==> src/rtl/map_color_pkg.sv <==
// map_color_pkg: shared states, field offsets and constants for the colouring search
package map_color_pkg;
    typedef enum logic [1:0] {IDLE, SCAN, DRAIN, DONE} state_t;
    localparam int NUM_CAND = 1024;
    localparam int IDX_W = 10;
    localparam int GC_LSB = 8;
    localparam int WC_LSB = 6;
    localparam int QC_LSB = 4;
    localparam int MC_LSB = 2;
    localparam int EC_LSB = 0;
    localparam int EXPECTED_SOLUTIONS = 72;
endpackage

==> src/rtl/map_color_search_checker.sv <==
// map_color: combinational check that no two adjacent Oz regions share a colour
module map_color (
    input  logic [1:0] gc,
    input  logic [1:0] wc,
    input  logic [1:0] qc,
    input  logic [1:0] mc,
    input  logic [1:0] ec,
    output logic       valid
);
    // Outer regions form the ring GC-WC-QC-MC-GC; EC touches all four
    assign valid = (gc != wc) && (wc != qc) && (qc != mc) && (mc != gc) &&
                   (ec != gc) && (ec != wc) && (ec != qc) && (ec != mc);
endmodule

==> src/rtl/map_color_search.sv <==
// map_color_search: exhaustive scan of all colourings, streaming the valid ones out
module map_color_search
    import map_color_pkg::*;
#(
    parameter int CNT_W         = 8,
    parameter bit STOP_ON_FIRST = 1'b0
) (
    input  logic             clk,
    input  logic             rst,
    input  logic             start,
    output logic             busy,
    output logic             done,
    output logic             out_valid,
    input  logic             out_ready,
    output logic [9:0]       out_coloring,
    output logic [CNT_W-1:0] count
);
    state_t           state_q, state_d;
    logic [IDX_W-1:0] idx_q, idx_d;
    logic [CNT_W-1:0] count_q, count_d;
    logic             out_valid_q, out_valid_d;
    logic [9:0]       out_coloring_q, out_coloring_d;
    logic             cand_ok, slot_free, load, advance;

    map_color u_check (
        .gc    (idx_q[GC_LSB +: 2]),
        .wc    (idx_q[WC_LSB +: 2]),
        .qc    (idx_q[QC_LSB +: 2]),
        .mc    (idx_q[MC_LSB +: 2]),
        .ec    (idx_q[EC_LSB +: 2]),
        .valid (cand_ok)
    );

    always_comb begin
        slot_free      = !out_valid_q || out_ready;
        load           = (state_q == SCAN) && cand_ok && slot_free;
        advance        = (state_q == SCAN) && (!cand_ok || slot_free);
        state_d        = state_q;
        idx_d          = advance ? idx_q + 1'b1 : idx_q;
        count_d        = load ? ((count_q == '1) ? count_q : count_q + 1'b1) : count_q;
        out_coloring_d = load ? idx_q : out_coloring_q;
        out_valid_d    = load ? 1'b1 : (out_valid_q && out_ready) ? 1'b0 : out_valid_q;
        case (state_q)
            IDLE: if (start) begin
                state_d = SCAN;
                idx_d   = '0;
                count_d = '0;
            end
            SCAN: if (advance && (idx_q == IDX_W'(NUM_CAND - 1) || (STOP_ON_FIRST && load)))
                state_d = DRAIN;
            DRAIN: if (slot_free) state_d = DONE;
            default: state_d = IDLE;
        endcase
    end

    always_ff @(posedge clk or posedge rst) begin
        if (rst) begin
            state_q        <= IDLE;
            idx_q          <= '0;
            count_q        <= '0;
            out_valid_q    <= 1'b0;
            out_coloring_q <= '0;
        end else begin
            state_q        <= state_d;
            idx_q          <= idx_d;
            count_q        <= count_d;
            out_valid_q    <= out_valid_d;
            out_coloring_q <= out_coloring_d;
        end
    end

    assign busy         = (state_q == SCAN) || (state_q == DRAIN);
    assign done         = (state_q == DONE);
    assign out_valid    = out_valid_q;
    assign out_coloring = out_coloring_q;
    assign count        = count_q;
endmodule

==> config.mk <==
export PLATFORM = sky130hd
export DESIGN_NAME = map_color_search
export DESIGN_NICKNAME = d
export VERILOG_FILES = /design/src/rtl/map_color_pkg.sv /design/src/rtl/map_color_search_checker.sv /design/src/rtl/map_color_search.sv
export SDC_FILE = /design/constraint.sdc
export NUM_CORES = 1
export LEC_CHECK = 0
export ABC_AREA = 1
export CORE_MARGIN = 4
export CORE_UTILIZATION = 40
export CTS_CLUSTER_DIAMETER = 150
export CTS_CLUSTER_SIZE = 28
export DETAILED_ROUTE_END_ITERATION = 8
export PLACE_DENSITY = 0.64
export REMOVE_ABC_BUFFERS = 1
export SLEW_MARGIN = 15
export SYNTH_ARGS = -nofsm -noshare
export SYNTH_HDL_FRONTEND = slang
export SYNTH_SLANG_ARGS = --single-unit
==> constraint.sdc <==
create_clock -name clk -period 2.9 [get_ports clk]
set_input_delay 0.725 -clock clk [delete_from_list [all_inputs] [get_ports clk]]
set_output_delay 0.725 -clock clk [all_outputs]
set_load 0.05 [all_outputs]
==> flow_summary.yaml <==
run_status:
  status: "finished, final reports clean"
floorplan:
  floorplan.core_area_um2: 4880
  io_pins: 25
  fp.dieArea_um2: 6420
  rows: 25
  start_util_pct: 42.7
  die_w_um: 80.1
  dieHeight_um: 80.1
route:
  totalWireLength_um: 4610
  drt_pre_antenna_iters: 4
  detailedRoute.firstIterationViolations: 89
  wl_per_cell_um: 11.9
  antenna_violating_nets_post_route: 0
  drc: 0
  dr_total_vias: 1813
  vias_per_cell: 4.68
synthesis:
  post_synthesis_average_cell_area_um2: 7.15
  yosysWarningCount: 0
  ys_top_cells_by_area: "sky130_fd_sc_hd__dfrtp_1, sky130_fd_sc_hd__nand2_1, sky130_fd_sc_hd__nor2_1, sky130_fd_sc_hd__inv_1, sky130_fd_sc_hd__ha_1"
  synth.top_cell.area_share_pct: 37.3
  synth.distinct_cells: 31
  synth_seq_area_share_pct: 37.3
  syn-instance-count: 291
  synth-seq-cells: 31
  syn-cell-area_um2: 2080
  synth_top_area_cell: "sky130_fd_sc_hd__dfrtp_1"
clock_tree:
  numCtsBuffers: 5
  ctsResizeCount: 0
  cts.sink_count: 31
  clk_transition_reported_paths_ps: 70
  post_cts_setup_buffers: 0
  ctsRootBufferMaster: "sky130_fd_sc_hd__clkbuf_8"
  clock_path_buffers: 2
  insertion_delay_ps: 280
  cts.htree.levels: 2
  tritoncts_clock_tree: "done"
  cts_hold_buf: 0
setup_path:
  critical_path.max_fanout: 4
  critical_path_arrival_ps: 1870
  r2r_start: "idx_q[0]$_DFF_PP0_"
  worstReg2RegEnd: "count[7]$_DFF_PP0_"
  critPathRequiredTime_ps: 2170
  reg2regPathDepth: 9
  end_kind: "primary output"
  setup.reg_to_reg.worst_slack_ps: 860
  setup.worst_path.class: "flop to primary output"
  critical_path.startpoint_type: "flop"
global_routing:
  globalRoute.totalOverflow: 0
  largest_net_degree_at_the_start_of_global_routing: 32
  antenna_found_initial: 0
  first_global_vias: 1673
  grt_util_all_layers_pct: 16.3
  grt_first_pass_wirelength_um: 8090
power:
  p_per_area_nw_per_um2: 824
  cellLeakagePower_nw: 1.29
  vdd_drop_max_uv: 826
  post-layout-total-power_mw: 2.04
layout:
  filler_cell_count: 505
  layout.area.seq_um2: 776
  area_growth_syn_to_layout_pct: 19.2
  antenna-diode-count: 0
  multi_input_area_um2: 1130
  nets: 330
  mostFrequentLayoutCells: "sky130_fd_sc_hd__nand2_1, sky130_fd_sc_hd__dfrtp_1, sky130_fd_sc_hd__nor2_1"
  mostFrequentLayoutCell: "sky130_fd_sc_hd__nand2_1"
  drive_above_1_share_pct: 15.6
timing:
  tightest_slew_ps: 505
  timing.final.max_slew_violations: 0
  final_min_period_over_clock_period_pct: 89.5
  final-hold-violation-count: 0
  final_clock_skew_ps: 3.75
  finalSetupTns_ps: 0
  rsz0062_at_grt: "no"
  timing.final.ws_setup_ps: 306
  setup-violations-final: 0
  period_needed_ps: 2590
  timing.max_slew.rel_slack_pct: 66.2
  fmax_mhz: 385
worst_hold_path:
  hold_path_depth: 2
  min_from: "out_coloring[5]$_DFFE_PP0N_"
  hold_class: "flop to flop"
  hold_end: "out_coloring[5]$_DFFE_PP0N_"
placement:
  portBuffers: 24
  gp_congestion: 0.839
  placement.setup.worst_slack_ps: 546
  dpl.hpwl_um: 3290
flow_run:
  max_cap_violations: 0
==> logic make-up after synthesis <==
family                     after synthesis  share of synthesized area [%]
AOI/OAI and AO/OA                       29                           9.20
xor gates and xnor gates                 6                           2.52
adders and majority gates                7                           4.21
buffers and inverters                   41                           8.59
DFF                                     31                           37.3
and+or+nand+nor                        177                           38.2
==> worst max-delay path, stage by stage (launching register included) <==
cell                              delay [ps]
sky130_fd_sc_hd__dfrtp_1                 400
sky130_fd_sc_hd__inv_1                    90
sky130_fd_sc_hd__ha_1                    290
sky130_fd_sc_hd__clkdlybuf4s50_1         800
==> report_power, final <==
part	switching (mW)	internal [mW]
combinational	0.699	0.329
sequential	0.109	0.526
clock	0.165	0.217
total	0.972	1.07
==> routing by layer <==
layer  part of all wire (%)  global-route usage, %  up-vias
met4                    1.8                   7.09        0
li1                       -                      -      959
met5                      0                      0        -
met1                     49                   22.9      797
met2                     44                   24.2       51
met3                    5.1                   3.03        6
==> worst max path at each step <==
stage	endpoint	slack [ps]	cells past startpoint	from
finish	busy	310	3	state_q[1]$_DFFE_PP0P_
global route	busy	200	3	state_q[1]$_DFFE_PP0P_
CTS	busy	290	3	state_q[1]$_DFFE_PP0P_
detailed placement	count[3]$_DFF_PP0_	550	8	out_ready
global placement	count[7]$_DFF_PP0_	580	6	out_ready
floorplan	count[0]$_DFF_PP0_	1040	6	out_ready
==> synth_stat cells <==
| master | count |
|---|---|
| sky130_fd_sc_hd__a21o_1 | 1 |
| sky130_fd_sc_hd__a21oi_1 | 4 |
| sky130_fd_sc_hd__a21oi_2 | 1 |
| sky130_fd_sc_hd__a31oi_1 | 1 |
| sky130_fd_sc_hd__buf_2 | 2 |
| sky130_fd_sc_hd__buf_4 | 2 |
| sky130_fd_sc_hd__buf_6 | 2 |
| sky130_fd_sc_hd__dfrtp_1 | 31 |
| sky130_fd_sc_hd__ha_1 | 7 |
| sky130_fd_sc_hd__inv_1 | 24 |
| sky130_fd_sc_hd__inv_2 | 11 |
| sky130_fd_sc_hd__nand2_1 | 107 |
| sky130_fd_sc_hd__nand2_2 | 6 |
| sky130_fd_sc_hd__nand2_4 | 1 |
| sky130_fd_sc_hd__nand3_1 | 14 |
| sky130_fd_sc_hd__nand3_2 | 1 |
| sky130_fd_sc_hd__nand3_4 | 1 |
| sky130_fd_sc_hd__nand3b_1 | 1 |
| sky130_fd_sc_hd__nand4_1 | 2 |
| sky130_fd_sc_hd__nand4_4 | 1 |
| sky130_fd_sc_hd__nor2_1 | 30 |
| sky130_fd_sc_hd__nor2_2 | 4 |
| sky130_fd_sc_hd__nor2_4 | 3 |
| sky130_fd_sc_hd__nor3_1 | 5 |
| sky130_fd_sc_hd__nor3_2 | 1 |
| sky130_fd_sc_hd__o21ai_0 | 2 |
| sky130_fd_sc_hd__o21ai_1 | 9 |
| sky130_fd_sc_hd__o21ai_2 | 10 |
| sky130_fd_sc_hd__o22ai_1 | 1 |
| sky130_fd_sc_hd__xnor2_1 | 2 |
| sky130_fd_sc_hd__xor2_1 | 4 |
==> per-stage QoR <==
step | hold WS (ps) | util [%] | instances | instance area [um2]
after detailed placement | 470 | 48.8 | 379 | 2380
after floorplan | 580 | - | 285 | 2030
after global routing | 494 | 50.8 | 387 | 2480
final | 479 | 50.8 | 387 | 2480
after CTS | 486 | 50.8 | 387 | 2480
after global placement | 465 | 48.8 | 379 | 2380
==> flip-flops by register name (all words and copies together), names as in the netlist <==
signal and count:
idx_q 10, count 8, out_valid 1, out_coloring 10, state_q 2
==> area by class of cell <==
type | count | area share, %
clock buffer | 8 | 4.03
sequential | 31 | 31.3
tap | 67 | 3.38
timing repair buffer | 27 | 10.6
multi-input combinational | 219 | 45.4
inverter | 35 | 5.30
No activity file was read; power rests on OpenSTA's default activity.
